$ cat src/rtl/prng_reader.sv
// rtl/prng_reader.sv - PRNG requester: pulls serial random bits, assembles WIDTH-bit words, hands them out valid/ready.
// Optional read timeout with sticky rd_err is enabled by defining PRNG_READER_TIMEOUT_EN.
module prng_reader #(
   parameter int WIDTH   = 8,
   parameter int CNT_W   = 4,
   parameter int TIMEOUT = 16
) (
   input  logic             clk,
   input  logic             rstn,
   input  logic             req,
   input  logic             rnd_bit,
   input  logic             rnd_valid,
   output logic             get_random,
   output logic             data_done,
   output logic [WIDTH-1:0] rand_word,
   output logic             rand_valid,
   input  logic             rand_ready,
   output logic             rd_err
);

   localparam logic [1:0] S_IDLE    = 2'd0;
   localparam logic [1:0] S_REQ     = 2'd1;
   localparam logic [1:0] S_COLLECT = 2'd2;
   localparam logic [1:0] S_HOLD    = 2'd3;

   logic [1:0]       state;
   logic [CNT_W-1:0] bit_cnt;
   logic [WIDTH-2:0] shift_q;
   logic [WIDTH-1:0] shift_nx;
   logic             last_bit;
   logic             busy;
   logic             timeout_hit;

   // shift_q keeps only the WIDTH-1 bits captured so far; the newest bit completes the word
   assign shift_nx = {shift_q, rnd_bit};
   assign last_bit = (bit_cnt == CNT_W'(WIDTH - 1));
   assign busy     = (state == S_REQ) || (state == S_COLLECT);

`ifdef PRNG_READER_TIMEOUT_EN
   localparam int WAIT_W = $clog2(TIMEOUT + 1);

   logic [WAIT_W-1:0] wait_cnt;

   assign timeout_hit = busy && !rnd_valid && (wait_cnt == WAIT_W'(TIMEOUT - 1));

   // Cleared outside REQ/COLLECT, so every entry into REQ starts a fresh wait window
   always_ff @(posedge clk or negedge rstn) begin
      if (!rstn) begin
         wait_cnt <= '0;
      end else if (!busy || rnd_valid || timeout_hit) begin
         wait_cnt <= '0;
      end else begin
         wait_cnt <= wait_cnt + WAIT_W'(1);
      end
   end

   always_ff @(posedge clk or negedge rstn) begin
      if (!rstn) begin
         rd_err <= 1'b0;
      end else if (timeout_hit) begin
         rd_err <= 1'b1;
      end
   end
`else
   localparam logic unused_timeout = (TIMEOUT > 0);

   assign timeout_hit = 1'b0;
   assign rd_err      = 1'b0;
`endif

   always_ff @(posedge clk or negedge rstn) begin
      if (!rstn) begin
         state      <= S_IDLE;
         bit_cnt    <= '0;
         shift_q    <= '0;
         get_random <= 1'b0;
         data_done  <= 1'b0;
         rand_word  <= '0;
         rand_valid <= 1'b0;
      end else begin
         data_done <= 1'b0;
         case (state)
            S_IDLE: begin
               get_random <= 1'b0;
               if (req) begin
                  state      <= S_REQ;
                  get_random <= 1'b1;
               end
            end

            S_REQ: begin
               if (rnd_valid) begin
                  shift_q    <= shift_nx[WIDTH-2:0];
                  bit_cnt    <= CNT_W'(1);
                  get_random <= 1'b0;
                  state      <= S_COLLECT;
               end else if (timeout_hit) begin
                  shift_q    <= '0;
                  bit_cnt    <= '0;
                  get_random <= 1'b0;
                  state      <= S_IDLE;
               end
            end

            S_COLLECT: begin
               if (rnd_valid) begin
                  if (last_bit) begin
                     // shift_q is cleared here so a later word never sees stale bits
                     rand_word  <= shift_nx;
                     rand_valid <= 1'b1;
                     data_done  <= 1'b1;
                     bit_cnt    <= '0;
                     shift_q    <= '0;
                     state      <= S_HOLD;
                  end else begin
                     shift_q <= shift_nx[WIDTH-2:0];
                     bit_cnt <= bit_cnt + CNT_W'(1);
                  end
               end else if (timeout_hit) begin
                  shift_q <= '0;
                  bit_cnt <= '0;
                  state   <= S_IDLE;
               end
            end

            S_HOLD: begin
               if (rand_ready) begin
                  rand_valid <= 1'b0;
                  if (req) begin
                     state      <= S_REQ;
                     get_random <= 1'b1;
                  end else begin
                     state <= S_IDLE;
                  end
               end
            end

            default: begin
               state      <= S_IDLE;
               bit_cnt    <= '0;
               shift_q    <= '0;
               get_random <= 1'b0;
               rand_valid <= 1'b0;
            end
         endcase
      end
   end

endmodule

$ cat config.mk
export PLATFORM = sky130hd
export DESIGN_NAME = prng_reader
export DESIGN_NICKNAME = d
export VERILOG_FILES = /design/src/rtl/prng_reader.sv
export SDC_FILE = /design/constraint.sdc
export NUM_CORES = 1
export LEC_CHECK = 0
export BUFFER_PORTS_ARGS = -buffer_cell sky130_fd_sc_hd__buf_2
export CELL_PAD_IN_SITES_DETAIL_PLACEMENT = 1
export CELL_PAD_IN_SITES_GLOBAL_PLACEMENT = 1
export CORE_ASPECT_RATIO = 0.8
export CORE_MARGIN = 5
export CORE_UTILIZATION = 33
export CTS_CLUSTER_SIZE = 20
export DETAILED_ROUTE_END_ITERATION = 8
export PLACE_DENSITY_LB_ADDON = 0.1
export RECOVER_POWER = 50
export SKIP_CTS_REPAIR_TIMING = 1
export SYNTH_ARGS = -nofsm -noshare
export SYNTH_HDL_FRONTEND = slang
export SYNTH_SLANG_ARGS = --single-unit
$ cat constraint.sdc
create_clock -name clk -period 4.79 [get_ports clk]
set_input_delay 0.958 -clock clk [delete_from_list [all_inputs] [get_ports clk]]
set_output_delay 0.958 -clock clk [all_outputs]
set_load 0.01 [all_outputs]
* After elaboration in Yosys (flattened, before gate mapping)
Index checks and enable logic that the tools add are counted.
** Word-level totals
- Bits in registers :: 24
- Input bits :: 6
- Output and inout port bits :: 12
- Word-level logic and storage cells :: 54
** Cells by class
- Add/sub/neg operators :: 1
- Equal/unequal tests :: 10
- Muxes and demuxes :: 27
- Reduce and logical (&&, ||, !) cells :: 9
** Operator list (count)
- two-way mux 7 bit :: 3
- case mux 7 bit (2 select lines) :: 1
- two-way mux 4 bit :: 3
- inequality test 2 bit, second input constant :: 6
- two-way mux 1 bit :: 11
- two-way mux 2 bit :: 5
- case mux 2 bit (4 select lines) :: 1
- case mux 4 bit (2 select lines) :: 1
- AND reduction 4 bit :: 2
- AND reduction 3 bit :: 2
- AND reduction 5 bit :: 1
- adder 4 x 1 -> 4 bit, second input constant :: 1
- == test 2 bit, second input constant :: 2
- == test 4 x 3 -> 1 bit, second input constant :: 1
- nonzero test 2 bit :: 2
- case mux 1 bit (3 select lines) :: 1
- nonzero test 3 bit :: 1
- == test 2 x 1 -> 1 bit, second input constant :: 1
- zero test 2 bit :: 1
- case mux 1 bit (2 select lines) :: 1

* Depth between registers and ports, before layout
- Depth after elaboration :: 4
- Gate-level depth with buffers :: 7
- Depth with buffers taken out :: 6

* Worst setup path after synthesis
No wires, ideal clock.
- Kind :: input to register
- Start :: input rand_ready
- End :: register state[1]
- Setup time :: 0.128 ns
- Arrival time :: 1.669 ns
- Data required time :: 4.662 ns
- Setup slack :: 2.993 ns
- Stages :: 4
- Buffers on the path :: 0
- Cell sequence :: inv_1 > a22oi_1 > nand3_1 > mux2_1
** On the way
- Longest elaborated chain between the ends :: 2
** RTL lines
- start, declared :: line 17 : input logic rand_ready,
- inequality test 2 bit (no source line)
- AND reduction 5 bit (no source line)
- end signal, assigned :: line 73 : state <= S_IDLE;
- end signal, assigned :: line 86 : state <= S_REQ;
- end signal, assigned :: line 96 : state <= S_COLLECT;
- end, declared :: line 26 : logic [1:0] state;
No other way between the ends.
A chain may end at the register's enable or synchronous reset.

* Worst setup path after layout
- Start :: register state[0]
- End :: register shift_q[2]
** On the way
- Longest elaborated chain between the ends :: 3
- Elaborated cells on any way between the ends :: 7
** RTL lines
- == test 2 bit or == test 2 x 1 -> 1 bit (tied branches) :: line 82 : case (state)
- inequality test 2 bit (no source line) or nonzero test 2 bit (tied branches)
- AND reduction 3 bit (no source line)
- end signal, assigned :: line 93 : shift_q <= shift_nx[WIDTH-2:0];
- end signal, assigned :: line 116 : shift_q <= shift_nx[WIDTH-2:0];
- end, declared :: line 28 : logic [WIDTH-2:0] shift_q;
Several ways; a longest one is shown, not always the timed one.

==> metrics list <==
- Vertical die dimension: 61.5 um
- Number of antenna violations at the first check in global routing: 0
- Counting flops with a built-in enable in the synthesized netlist gives 0.
- In this run the number of H-tree levels came out at 1.
- Worst supply voltage drop on vdd: 0.000221 V
* Starting density of the core: 34.9%
- Synthesized cell area: 1090 um^2
* Cell count after placement: 141
* Weighted congestion reported at the end of routability-driven placement: 0.724
* Number of CTS-inserted buffers: 3
- In this run the worst path has a maximum fanout of 13.
- The flow ran to the end, and the final reports show no timing, DRC or antenna violations.
- Counting flops and latches in the post-synthesis netlist gives 24.
- After clock tree synthesis, the clock-pin slew on the worst setup and hold paths is 0.08 ns.
- Worst path setup slack after routing: 2.48 ns
* Synth Area per Inst: 12.4 um^2
- Sequential power share: 43.1%
* Setup violators final: 0
- Worst Path Arrival: 2.46 ns
- The analysis attributes to net switching a power of 262 uW.
- Fraction of synthesized cell area taken by the top area cell type: 55.0%
* Cell-internal power: 505 uW
- Die outline area: 4570 um^2
- Global routing finished with a remaining overflow of 0.
- Max-cap violations: 0
- Post-synth net total: 99
- Combinational cells account for 34.1% of the total power.
- Overall power consumption after layout is estimated at 767 uW.
- Largest net degree at the start of global routing: 25
- DRC Markers: 0
* Final min period: 2.31 ns
- Setup repair after global routing left no endpoint under its margin.
- CTS placed an instance of clkbuf_8 at the clock tree root.
- Number of clock sinks: 24
* Cell row count: 18
* Clock tree skew after final layout: 0.00380 ns
- The filler cells instantiated in the layout total 350.
- Warnings from Yosys: 0
- Most frequent cells in the layout: dfrtp_1, buf_2, a22o_1, mux2_2
* P&R area growth vs syn: 15.2%
- TritonCTS clock tree: done
- Clock Power Share: 22.8%
- For this design the top-level I/O count stands at 18.
* Pre-CTS setup slack: 2.47 ns
- Final count of hold timing violations: 0
- At the pin with the least slew margin, the transition time is 1.30 ns.
- dfrtp_1 takes more of the synthesized area than any other cell.
* IO Port Bufs: 16
- Net switching is 34.2% of the power.
- For this run, the total global-route usage over all layers was measured as 11.0%.
- Synthesis produced a netlist whose cell count is 88.
- The first detailed-routing pass took 4 iterations.
* Wire length per cell after detailed routing: 14.4 um
- Measured along the x axis, the die boundary spans 74.3 um.
- Type of the most critical hold path: reg2reg
* Wire length of the first global-routing pass: 3760 um
- Cells fill 40.2% of the core in the end.
- Share of synthesized flip-flops with an asynchronous set or reset: 100%
- Sorting the synthesized cells by area gives the leading types as dfrtp_1, mux2_2, a22o_1.
- Predominant post-synthesis flop cell: dfrtp_1
- Post-detailed-route via-to-cell ratio: 4.93
* Vias post-DR: 715
- Critical path class: reg2reg
- The worst pin sits at a relative slew slack of 13.6%.
- Core Area: 3130 um^2
* Power density over cell area: 609 nW/um^2
- Of the cells placed in the final design, the portion with a size suffix greater than 1 is 25.7%.
- The number of global-route vias before repair is 795.
* Final layout net count: 117
- Antenna viol nets, final: 0
- The count of cells in the finished layout, fillers not included, comes to 145.
- Detailed placement ended at an HPWL of 1600 um.
* Number of pins exceeding their max-slew limit in the final report: 0
* Max Freq: 433 MHz
* Number of antenna cells inserted: 0
- CP required: 4.95 ns
- Leakage power of the design: 0.655 nW
- Endpoint kind of the worst setup timing path: flop
- Sequential elements use 55.0% of the synthesized area.
- CTS Buffer Depth: 2
* Leading cell type in the layout, fill and taps excluded: dfrtp_1
* Insertion delay to the later sink of the worst-skew pair: 0.26 ns
- Final cycle utilization of the critical path: 48.2%
- Yosys mapped the design onto 26 distinct sky130hd cell types.
- The worst setup path is launched from a flop.
* Drt first-iter violations: 51
- The final layout contains routed wiring with a total length of 2090 um.
- After routing, the total negative slack on setup checks comes to 0 ns.
worst max-delay path: stages, from the launching register on:
cell	delay, ns
dfrtp_1	0.44
inv_1	0.11
ha_1	0.35
o21ai_1	0.72
a21oi_1	0.30
a22o_1	0.27
power groups by stage:
stage                     clock network (mW)  logic (mW)  registers, mW
after floorplan                            0       0.199          0.330
after global placement                     0       0.264          0.332
after detailed placement                   0       0.270          0.334
after CTS                              0.180       0.271          0.330
after global routing                   0.190       0.299          0.343
final                                  0.175       0.262          0.330
cells by family after synthesis:
logic type               synth area share, %
AO/OA/AOI/OAI                           12.8
adder cells (fa/ha/maj)                 5.73
buffers and inverters                   3.89
flip-flops                              55.0
multiplexers                            12.0
other                                  0.343
AND/OR/NAND/NOR                         10.2
Yosys cell counts, drive strengths merged, types with 2 or more instances:
cell type / n
a211oi: 2
a21oi: 4
a22o: 8
a31oi: 2
buf: 3
dfrtp: 24
ha: 5
inv: 5
mux2: 9
mux2i: 3
nand2: 6
nand3: 4
nor2: 5
area by class of cell:
type | count | area [um^2] | share of cell area, %
clock inverter | 1 | 30.0 | 2.39
multi-input combinational | 56 | 442 | 35.1
inverter | 5 | 18.8 | 1.49
sequential | 24 | 601 | 47.7
timing repair buffer | 16 | 76.3 | 6.06
tap | 40 | 50.0 | 3.98
clock buffer | 3 | 41.3 | 3.28
stage by stage:
step | area, um^2 | hold slack (ns)
final | 1260 | 0.511
after global routing | 1260 | 0.536
after CTS | 1270 | 0.517
after detailed placement | 1200 | 0.491
after global placement | 1200 | 0.485
after floorplan | 1090 | 0.467
worst paths after layout:
path,startpoint,endpoint,slack [ns],depth (start not counted)
worst max-delay path,state[0]$_DFFE_PN0P_,shift_q[2]$_DFFE_PN0P_,2.48,5
worst min-delay path,rand_word[2]$_DFFE_PN0P_,rand_word[2]$_DFFE_PN0P_,0.51,1
worst max register to register,state[0]$_DFFE_PN0P_,shift_q[2]$_DFFE_PN0P_,2.48,5
worst min register to register,rand_word[2]$_DFFE_PN0P_,rand_word[2]$_DFFE_PN0P_,0.51,1
max in group asynchronous,rstn,rand_word[5]$_DFFE_PN0P_,3.07,1
min in group asynchronous,rstn,bit_cnt[1]$_DFFE_PN0P_,0.96,1
layer usage:
| metal | vias up | part of all wire, % | wire length [um] | track usage [%] |
|---|---|---|---|---|
| li1 | 346 | - | - | - |
| met1 | 353 | 50 | 1050 | 14.9 |
| met2 | 14 | 44 | 923 | 17.0 |
| met3 | 2 | 4.7 | 97 | 3.43 |
| met4 | 0 | 0.81 | 17 | 3.05 |
| met5 | - | 0 | 0 | 0 |
registers in the layout, summed over array words and instances, names as in the netlist:
signal,flops
bit_cnt,4
data_done,1
get_random,1
rand_valid,1
rand_word,8
shift_q,7
state,2
(Power assumes the default switching activity.)
